--- src/rtl/aurora_see_injector_if.sv ---
// Block handshake bundle for aurora_see_injector.
// The block source drives data and valid; the injector returns ready.
//   blk_data_i  : BLOCK_W-bit scrambled block, sync header in the top two bits
//   blk_valid_i : source has a block on blk_data_i
//   blk_ready_o : injector accepts the block at the next clock edge
interface aurora_see_injector_if #(
  parameter int BLOCK_W = 66
);
  logic [BLOCK_W-1:0] blk_data_i;
  logic               blk_valid_i;
  logic               blk_ready_o;

  modport master (
    output blk_data_i,
    output blk_valid_i,
    input  blk_ready_o
  );

  modport slave (
    input  blk_data_i,
    input  blk_valid_i,
    output blk_ready_o
  );
endinterface

--- src/rtl/aurora_see_injector.sv ---
// Line-impairment model for the Aurora 64b/66b RX test path.
// Accepts blocks over the blk interface and applies LFSR-driven bit flips,
// drops and duplications (up to max_err_i of each per block). It then
// serialises the result MSB-first, one bit per clk_serdes_i cycle.
//   clk_serdes_i  : serial bit clock
//   rst_n_i       : asynchronous active-low reset
//   blk           : block handshake (slave side)
//   inj_en_i      : 0 disables all impairments (pass-through)
//   *_thresh_i    : per-type event probability, out of 2^20
//   max_err_i     : cap on events of each type per block
//   ser_o         : serial data
//   ser_valid_o   : ser_o carries a buffered bit
//   underrun_o    : sticky, serial buffer ran empty once traffic had started
//   blk_cnt_o     : blocks appended to the serial buffer (wraps)
//   flip/drop/add_cnt_o : saturating event counters
module aurora_see_injector #(
  parameter int          BLOCK_W   = 66,
  parameter int          BUF_W     = 3*BLOCK_W,
  parameter logic [31:0] LFSR_SEED = 32'hACE1_2468,
  parameter int          CNT_W     = 16
) (
  input  logic                 clk_serdes_i,
  input  logic                 rst_n_i,
  aurora_see_injector_if.slave blk,
  input  logic                 inj_en_i,
  input  logic [19:0]          flip_thresh_i,
  input  logic [19:0]          drop_thresh_i,
  input  logic [19:0]          add_thresh_i,
  input  logic [1:0]           max_err_i,
  output logic                 ser_o,
  output logic                 ser_valid_o,
  output logic                 underrun_o,
  output logic [31:0]          blk_cnt_o,
  output logic [CNT_W-1:0]     flip_cnt_o,
  output logic [CNT_W-1:0]     drop_cnt_o,
  output logic [CNT_W-1:0]     add_cnt_o
);

  // The work register has three spare bits so a block can grow by up to
  // three duplications. BUF_W must be at least 2*BLOCK_W+3 so that a block
  // appended while the buffer still holds up to BLOCK_W bits always fits.
  localparam int          WORK_W    = BLOCK_W + 3;
  localparam int          LEN_W     = $clog2(BUF_W + 1);
  localparam int          CUR_W     = $clog2(WORK_W + 1);
  localparam logic [31:0] LFSR_TAPS = 32'h8020_0003;

  typedef enum logic [1:0] {IDLE, DRAW, MUTATE, APPEND} state_t;

  state_t             state, state_next;
  logic [31:0]        lfsr;
  logic [BUF_W-1:0]   bit_buf, buf_next;
  logic [LEN_W-1:0]   len, len_base, len_next;
  logic [WORK_W-1:0]  work, work_next;
  logic [CUR_W-1:0]   cur_len, cur_len_next;
  logic [1:0]         rem_flip, rem_drop, rem_add;
  logic [1:0]         rem_flip_next, rem_drop_next, rem_add_next;
  logic [1:0]         draw_flip, draw_drop, draw_add;
  logic [2:0]         events_left;
  logic [CUR_W-1:0]   pos;
  logic [WORK_W-1:0]  below_pos, upto_pos, len_mask;
  logic [WORK_W-1:0]  work_flip, work_drop, work_add;
  logic               flip_hit, drop_hit, add_hit, do_append;
  logic               ready_q, started;

  // Galois step, right-shifting form of x^32+x^22+x^2+x+1.
  function automatic logic [31:0] lfsr_step(input logic [31:0] v);
    return v[0] ? ((v >> 1) ^ LFSR_TAPS) : (v >> 1);
  endfunction

  // Smaller r means more events: below thresh/16 gives two, below
  // thresh/256 gives three, then the per-block cap applies.
  function automatic logic [1:0] draw_count(input logic [19:0] r,
                                            input logic [19:0] thresh);
    logic [1:0] n;
    n = 2'd0;
    if (inj_en_i && (r < thresh)) begin
      n = 2'd1;
      if (r < (thresh >> 4)) n = 2'd2;
      if (r < (thresh >> 8)) n = 2'd3;
    end
    if (n > max_err_i) n = max_err_i;
    return n;
  endfunction

  assign draw_flip = draw_count(lfsr[19:0], flip_thresh_i);
  assign draw_drop = draw_count(lfsr[19:0], drop_thresh_i);
  assign draw_add  = draw_count(lfsr[19:0], add_thresh_i);

  assign events_left = {1'b0, rem_flip} + {1'b0, rem_drop} + {1'b0, rem_add};

  // Scaling the low LFSR half by the working length keeps the event
  // position inside 0..cur_len-1 without a divider.
  assign pos = CUR_W'((32'(lfsr[15:0]) * 32'(cur_len)) >> 16);

  // Candidate work-register edits for the current event position.
  always_comb begin
    below_pos = ~({WORK_W{1'b1}} << pos);
    upto_pos  = ~({WORK_W{1'b1}} << (pos + CUR_W'(1)));
    len_mask  = ~({WORK_W{1'b1}} << cur_len);
    work_flip = work ^ (WORK_W'(1) << pos);
    work_drop = (work & below_pos) | ((work >> 1) & ~below_pos);
    work_add  = (work & upto_pos) | ((work << 1) & ~upto_pos);
  end

  // FSM state register.
  always_ff @(posedge clk_serdes_i or negedge rst_n_i) begin
    if (!rst_n_i) state <= IDLE;
    else          state <= state_next;
  end

  // Next state plus work-register and event bookkeeping. MUTATE applies one
  // event per cycle in flip, drop, add order.
  always_comb begin
    state_next    = state;
    work_next     = work;
    cur_len_next  = cur_len;
    rem_flip_next = rem_flip;
    rem_drop_next = rem_drop;
    rem_add_next  = rem_add;
    flip_hit      = 1'b0;
    drop_hit      = 1'b0;
    add_hit       = 1'b0;
    do_append     = 1'b0;
    case (state)
      IDLE: begin
        if (blk.blk_valid_i && ready_q) begin
          work_next    = WORK_W'(blk.blk_data_i);
          cur_len_next = CUR_W'(BLOCK_W);
          state_next   = DRAW;
        end
      end
      DRAW: begin
        rem_flip_next = draw_flip;
        rem_drop_next = draw_drop;
        rem_add_next  = draw_add;
        state_next    = ((draw_flip | draw_drop | draw_add) == 2'd0) ? APPEND : MUTATE;
      end
      MUTATE: begin
        if (rem_flip != 2'd0) begin
          work_next     = work_flip;
          rem_flip_next = rem_flip - 2'd1;
          flip_hit      = 1'b1;
        end else if (rem_drop != 2'd0) begin
          work_next     = work_drop;
          cur_len_next  = cur_len - CUR_W'(1);
          rem_drop_next = rem_drop - 2'd1;
          drop_hit      = 1'b1;
        end else if (rem_add != 2'd0) begin
          work_next     = work_add;
          cur_len_next  = cur_len + CUR_W'(1);
          rem_add_next  = rem_add - 2'd1;
          add_hit       = 1'b1;
        end
        if (events_left <= 3'd1) state_next = APPEND;
      end
      APPEND: begin
        do_append  = 1'b1;
        state_next = IDLE;
      end
      default: state_next = IDLE;
    endcase
  end

  // The buffer never shifts on output; len just walks down. On append the
  // remaining bits move up by cur_len and the new block fills the bottom.
  always_comb begin
    len_base = (len != '0) ? (len - LEN_W'(1)) : '0;
    len_next = do_append ? (len_base + LEN_W'(cur_len)) : len_base;
    buf_next = do_append ? ((bit_buf << cur_len) | BUF_W'(work & len_mask)) : bit_buf;
  end

  assign ser_valid_o     = (len != '0);
  assign ser_o           = (len != '0) ? bit_buf[len - LEN_W'(1)] : 1'b0;
  assign blk.blk_ready_o = ready_q;

  // Datapath registers and counters. Ready is registered from the next
  // state and length so it reads 0 during reset yet still tracks
  // (IDLE and len<=BLOCK_W) cycle for cycle.
  always_ff @(posedge clk_serdes_i or negedge rst_n_i) begin
    if (!rst_n_i) begin
      lfsr       <= LFSR_SEED;
      bit_buf    <= '0;
      len        <= '0;
      work       <= '0;
      cur_len    <= '0;
      rem_flip   <= '0;
      rem_drop   <= '0;
      rem_add    <= '0;
      ready_q    <= 1'b0;
      started    <= 1'b0;
      underrun_o <= 1'b0;
      blk_cnt_o  <= '0;
      flip_cnt_o <= '0;
      drop_cnt_o <= '0;
      add_cnt_o  <= '0;
    end else begin
      if (state != IDLE) lfsr <= lfsr_step(lfsr);
      bit_buf    <= buf_next;
      len        <= len_next;
      work       <= work_next;
      cur_len    <= cur_len_next;
      rem_flip   <= rem_flip_next;
      rem_drop   <= rem_drop_next;
      rem_add    <= rem_add_next;
      ready_q    <= (state_next == IDLE) && (len_next <= LEN_W'(BLOCK_W));
      started    <= started | do_append;
      underrun_o <= underrun_o | (started && (len == '0));
      if (do_append) blk_cnt_o <= blk_cnt_o + 32'd1;
      if (flip_hit && (flip_cnt_o != '1)) flip_cnt_o <= flip_cnt_o + CNT_W'(1);
      if (drop_hit && (drop_cnt_o != '1)) drop_cnt_o <= drop_cnt_o + CNT_W'(1);
      if (add_hit  && (add_cnt_o  != '1)) add_cnt_o  <= add_cnt_o  + CNT_W'(1);
    end
  end

endmodule

--- src/flat_wrapper.sv ---
// flat-port wrapper written by rule: the top's interface ports become plain ports
module aurora_see_injector_flat 
#(
  parameter int          BLOCK_W   = 66,
  parameter int          BUF_W     = 3*BLOCK_W,
  parameter logic [31:0] LFSR_SEED = 32'hACE1_2468,
  parameter int          CNT_W     = 16
)
  (clk_serdes_i, rst_n_i, inj_en_i, flip_thresh_i, drop_thresh_i, add_thresh_i, max_err_i, ser_o, ser_valid_o, underrun_o, blk_cnt_o, flip_cnt_o, drop_cnt_o, add_cnt_o, blk_blk_data_i, blk_blk_valid_i, blk_blk_ready_o);
  aurora_see_injector_if #(.BLOCK_W(BLOCK_W)) blk_i ();
  input  logic clk_serdes_i;
  input  logic rst_n_i;
  input  logic inj_en_i;
  input  logic [19:0] flip_thresh_i;
  input  logic [19:0] drop_thresh_i;
  input  logic [19:0] add_thresh_i;
  input  logic [1:0] max_err_i;
  output logic ser_o;
  output logic ser_valid_o;
  output logic underrun_o;
  output logic [31:0] blk_cnt_o;
  output logic [CNT_W-1:0] flip_cnt_o;
  output logic [CNT_W-1:0] drop_cnt_o;
  output logic [CNT_W-1:0] add_cnt_o;
  input wire logic [$bits(blk_i.blk_data_i)-1:0] blk_blk_data_i;
  input wire logic [$bits(blk_i.blk_valid_i)-1:0] blk_blk_valid_i;
  output wire logic [$bits(blk_i.blk_ready_o)-1:0] blk_blk_ready_o;
  assign blk_i.blk_data_i = blk_blk_data_i;
  assign blk_i.blk_valid_i = blk_blk_valid_i;
  assign blk_blk_ready_o = blk_i.blk_ready_o;
  aurora_see_injector #(.BLOCK_W(BLOCK_W), .BUF_W(BUF_W), .LFSR_SEED(LFSR_SEED), .CNT_W(CNT_W)) u_core (.clk_serdes_i(clk_serdes_i), .rst_n_i(rst_n_i), .blk(blk_i), .inj_en_i(inj_en_i), .flip_thresh_i(flip_thresh_i), .drop_thresh_i(drop_thresh_i), .add_thresh_i(add_thresh_i), .max_err_i(max_err_i), .ser_o(ser_o), .ser_valid_o(ser_valid_o), .underrun_o(underrun_o), .blk_cnt_o(blk_cnt_o), .flip_cnt_o(flip_cnt_o), .drop_cnt_o(drop_cnt_o), .add_cnt_o(add_cnt_o));
endmodule
--- config.mk ---
export PLATFORM = sky130hd
export DESIGN_NAME = aurora_see_injector_flat
export DESIGN_NICKNAME = d
export VERILOG_FILES = /design/src/rtl/aurora_see_injector_if.sv /design/src/rtl/aurora_see_injector.sv /design/src/flat_wrapper.sv
export SDC_FILE = /design/constraint.sdc
export NUM_CORES = 2
export LEC_CHECK = 0
export ABC_AREA = 1
export BUFFER_PORTS_ARGS = -buffer_cell sky130_fd_sc_hd__clkbuf_2
export CORE_ASPECT_RATIO = 1.2
export CORE_UTILIZATION = 64
export DETAILED_ROUTE_END_ITERATION = 8
export GPL_TIMING_DRIVEN = 1
export PLACE_DENSITY = 0.9
export SLEW_MARGIN = 20
export SYNTH_ARGS = -nofsm -noshare
export SYNTH_HDL_FRONTEND = slang
export SYNTH_SLANG_ARGS = --single-unit
--- constraint.sdc ---
create_clock -name clk_serdes_i -period 8.4 [get_ports clk_serdes_i]
set_input_delay 1.68 -clock clk_serdes_i [delete_from_list [all_inputs] [get_ports clk_serdes_i]]
set_output_delay 1.68 -clock clk_serdes_i [all_outputs]
set_load 0.005 [all_outputs]
==> impl_metrics.tcl, run 1 <==
set metrics [dict create \
    die_h_um 296 \
    lastStage "global routing" \
    ys_top_cells_by_area "dfrtp_1 (21%), nand2_1 (17%), o21ai_0 (11%)" \
    error "[ERROR GRT-0116] Global routing finished with congestion. Check the congestion regions in the DRC Viewer." \
    numCtsBuffers 47 \
    synth-seq-cells 405 \
    htree_levels 2 \
    cts.sinks 405 \
    initial_core_util_pct 64.9 \
    yosysMostFrequentCell "nand2_1" \
    track_usage_pct 69.6 \
    ys.flop_type "dfrtp_1" \
    synth_area_per_cell_um2 6.17 \
    synth_common_cells "nand2_1 (2,136), o21ai_0 (1,038), inv_1 (719)" \
    syn_nets 7910 \
    synth_top_area_share_pct 21.2 \
    grt-ovfl-total 4 \
    ys_warn_count 0 \
    synth_cell_type_count 77 \
    syn-instance-count 7487 \
    routabilityCongestion 1.19 \
    dp_hpwl_um 163000 \
    root_buffer "clkbuf_16" \
    synth-edff-count 0 \
    die_x_um 247 \
    yosysSeqAreaShare_pct 22.0 \
    num_rows 107 \
    yosysTopAreaCell "dfrtp_1" \
    mappedNetlistArea_mm2 0.0462 \
    status "aborted with a tool error" \
    synthArstFlopShare_pct 100 \
    grt_pass1_wl_um 376000 \
    cts_hold_buf 0 \
    cts_buffer_depth 3 \
    num_io_pins 216 \
    io_buffers 215 \
    grt_pass1_vias 56877 \
    grt_start_max_net_pins 137 \
    cts_setup_buffers 0 \
    cts_resized 0 \
]
## layer usage
layer	overflow	global-route usage (%)
met1	0	72.3
met5	0	12.6
met4	0	67.3
met3	2	48.0
met2	2	89.7
## stage by stage
stage               area, um2  cells  utilization (%)  setup slack, ps
global placement        47300   8238             66.4             1460
detailed placement      47300   8238             66.4             1370
floorplan               46200   7487                -             1680
CTS                     49100   8326             69.0             1200
## cell families after synthesis
logic type | synth area share [%]
mux | 3.21
fa+ha+maj | 9.05
xor+xnor | 1.93
flops | 22.0
compound gates | 22.4
buf+inv | 10.3
simple gates | 31.1
==> run 2: changes to the inputs <==
Settings changed: CORE_ASPECT_RATIO 1.2 to not set, CORE_UTILIZATION 64 to 40, PLACE_DENSITY 0.9 to not set, PLACE_DENSITY_LB_ADDON set to 0.15.
==> impl_metrics.tcl, run 2 <==
set metrics [dict create \
    status "completed" \
    die_x_um 342 \
    mappedNetlistArea_mm2 0.0462 \
    hold_viol 0 \
    fmax_mhz 135 \
    cts_hold_buf 0 \
    synth_top_area_share_pct 21.2 \
    drtIter0Drc 6638 \
    reg2regPathDepth 26 \
    cts_buffer_depth 3 \
    p_switching_uw 14100 \
    crit_fanout 70 \
    worst_r2r_startpoint "u_core.cur_len[3]" \
    initial_core_util_pct 40.4 \
    cts.sinks 405 \
    grt_pass1_wl_um 338000 \
    synth_cell_type_count 77 \
    setup_violations 0 \
    synthArstFlopShare_pct 100 \
    routabilityCongestion 1.09 \
    worstHoldEndpoint "u_core.started" \
    fin_ws_ps 1020 \
    hold_path_depth 2 \
    via_count 53837 \
    crit_family "adder cells" \
    critPathLaunchType "flip-flop" \
    tns_ps 0 \
    dp.cells 8828 \
    swShare_pct 62.6 \
    synth_compound_gate_area_share_pct 22.4 \
    coreArea_mm2 0.115 \
    min_path_type "reg -> reg" \
    cp.required_ps 9000 \
    cts_setup_buffers 0 \
    num_rows 124 \
    synthAdderAreaFrac_pct 9.05 \
    layout_common_cells "nand2_1 (2,135), o21ai_0 (1,029), inv_1 (716)" \
    endpoint_kind "flip-flop" \
    top_layer_used "met5" \
    p_clk_share_pct 11.5 \
    syn_nets 7910 \
    dp_hpwl_um 167000 \
    p_comb_share_pct 71.5 \
    instances_no_fill 8937 \
    drc 0 \
    num_io_pins 216 \
    firstDrtPassIters 7 \
    worst-path-buf-inv 7 \
    die_area_mm2 0.117 \
    drt_wl_total_um 230000 \
    tritoncts "done" \
    die_h_um 342 \
    max-cap-violations 0 \
    yosysSeqAreaShare_pct 22.0 \
    power_uw 22500 \
    fillers 12565 \
    syn-instance-count 7487 \
    synth_common_cells "nand2_1 (2,136), o21ai_0 (1,038), inv_1 (719)" \
    drive_above_1_share_pct 8.53 \
    yosysMostFrequentCell "nand2_1" \
    synth_xor_area_share_pct 1.93 \
    synth-edff-count 0 \
    grt_start_max_net_pins 143 \
    grt_pass1_vias 50373 \
    critPathMaxStageDelay_ps 990 \
    postLayoutCoreUtil_pct 43.7 \
    worst_path_max_delay_cell "dfrtp_4" \
    p_leak_uw 0.0250 \
    wl_met1_um 89100 \
    power_frac_seq_pct 17.0 \
    cp.arrival_ps 7980 \
    wl_per_cell_um 25.7 \
    final_common_cell "nand2_1" \
    yosys.area_share.simple_pct 31.1 \
    period_minus_slack_ps 7380 \
    routed-wl-met2_um 96600 \
    antenna_left 0 \
    antenna_found_initial 14 \
    slew_violations 0 \
    track_usage_pct 38.6 \
    viasPerCell 6.02 \
    htree_levels 2 \
    ir_worst_vdd_mv 0.341 \
    r2r_slack_ps 1020 \
    final_nets 7797 \
    ys_top_cells_by_area "dfrtp_1 (21%), nand2_1 (17%), o21ai_0 (11%)" \
    root_buffer "clkbuf_16" \
    period_share_pct 87.9 \
    clkSlewWorstSetupHoldPaths_ps 70 \
    fin_worst_skew_ps 35.3 \
    ys_warn_count 0 \
    grt-ovfl-total 0 \
    min_from "u_core.started" \
    critPathKind "reg -> reg" \
    io_buffers 215 \
    p_int_uw 8420 \
    rsz0062_at_grt "false" \
    clk_latency_ps 710 \
    cts_resized 0 \
    numCtsBuffers 55 \
    tightest_slew_ps 1340 \
    synth_area_per_cell_um2 6.17 \
    p_per_area_mw_per_mm2 450 \
    synth_top_family_by_area "simple AND/OR/NAND/NOR gates" \
    ys.flop_type "dfrtp_1" \
    place_ws_ps 1250 \
    area_delta_synth_final_pct 8.31 \
    synth-seq-cells 405 \
    slew_headroom_pct 9.68 \
    met3_length_um 21800 \
    yosysTopAreaCell "dfrtp_1" \
    synth.mux.area_fraction_pct 3.21 \
]
run 2: how the worst max path moves through the flow:
stage,endpoint,depth (start not counted),startpoint
floorplan,flip-flop,33,u_core.cur_len[2]
global placement,flip-flop,26,u_core.cur_len[3]
detailed placement,flip-flop,25,u_core.cur_len[3]
CTS,flip-flop,25,u_core.cur_len[3]
global route,flip-flop,25,u_core.cur_len[3]
finish,flip-flop,26,u_core.cur_len[3]
run 2: cell families (layout without fill, tap and decap cells):
kind of cell / count (synthesis) / count (layout)
other: 0 / 7
adder cells (fa/ha/maj): 291 / 291
multiplexers: 148 / 148
XOR/XNOR: 102 / 102
flip-flops: 405 / 405
AO/OA/AOI/OAI: 1864 / 1864
AND/OR/NAND/NOR: 3463 / 3463
buffers and inverters: 1214 / 1145
run 2: per-layer routing:
layer | track usage, % | up-vias
met3 | 7.58 | 865
met5 | 0 | -
met1 | 48.9 | 25160
met2 | 56.8 | 3214
met4 | 31.6 | 6
li1 | - | 24592
run 2: metrics by stage:
step	hold WS (ps)	cell area [um2]
2_1_floorplan	423	46200
3_3_place_gp	439	48100
3_5_place_dp	442	48100
4_1_cts	457	50000
5_1_grt	502	50000
6_report	455	50100
run 2: final cells by class:
class | count | area [um2] | share of cell area (%)
clock buffer | 69 | 1530 | 3.06
timing repair buffer | 308 | 1870 | 3.74
tap | 1512 | 1890 | 3.78
antenna | 7 | 17.5 | 0.0350
sequential | 405 | 10200 | 20.3
clock inverter | 32 | 378 | 0.755
inverter | 736 | 2790 | 5.58
multi-input combinational | 5868 | 31400 | 62.7
run 2: worst min-delay path: cells and delay by family (launching register included):
family,cells,cell delay [ps]
DFF,1,320
buffers and inverters,1,50
and+or+nand+nor,1,50
run 2: power by group through the flow:
stage | registers (uW) | clock network, uW | logic, uW
2_1_floorplan | 3230 | 0 | 9470
3_3_place_gp | 3790 | 0 | 15200
3_5_place_dp | 3790 | 0 | 15200
4_1_cts | 3760 | 2620 | 15300
5_1_grt | 3900 | 2680 | 17100
6_report | 3840 | 2590 | 16100
No activity file was read; power rests on OpenSTA's default activity.
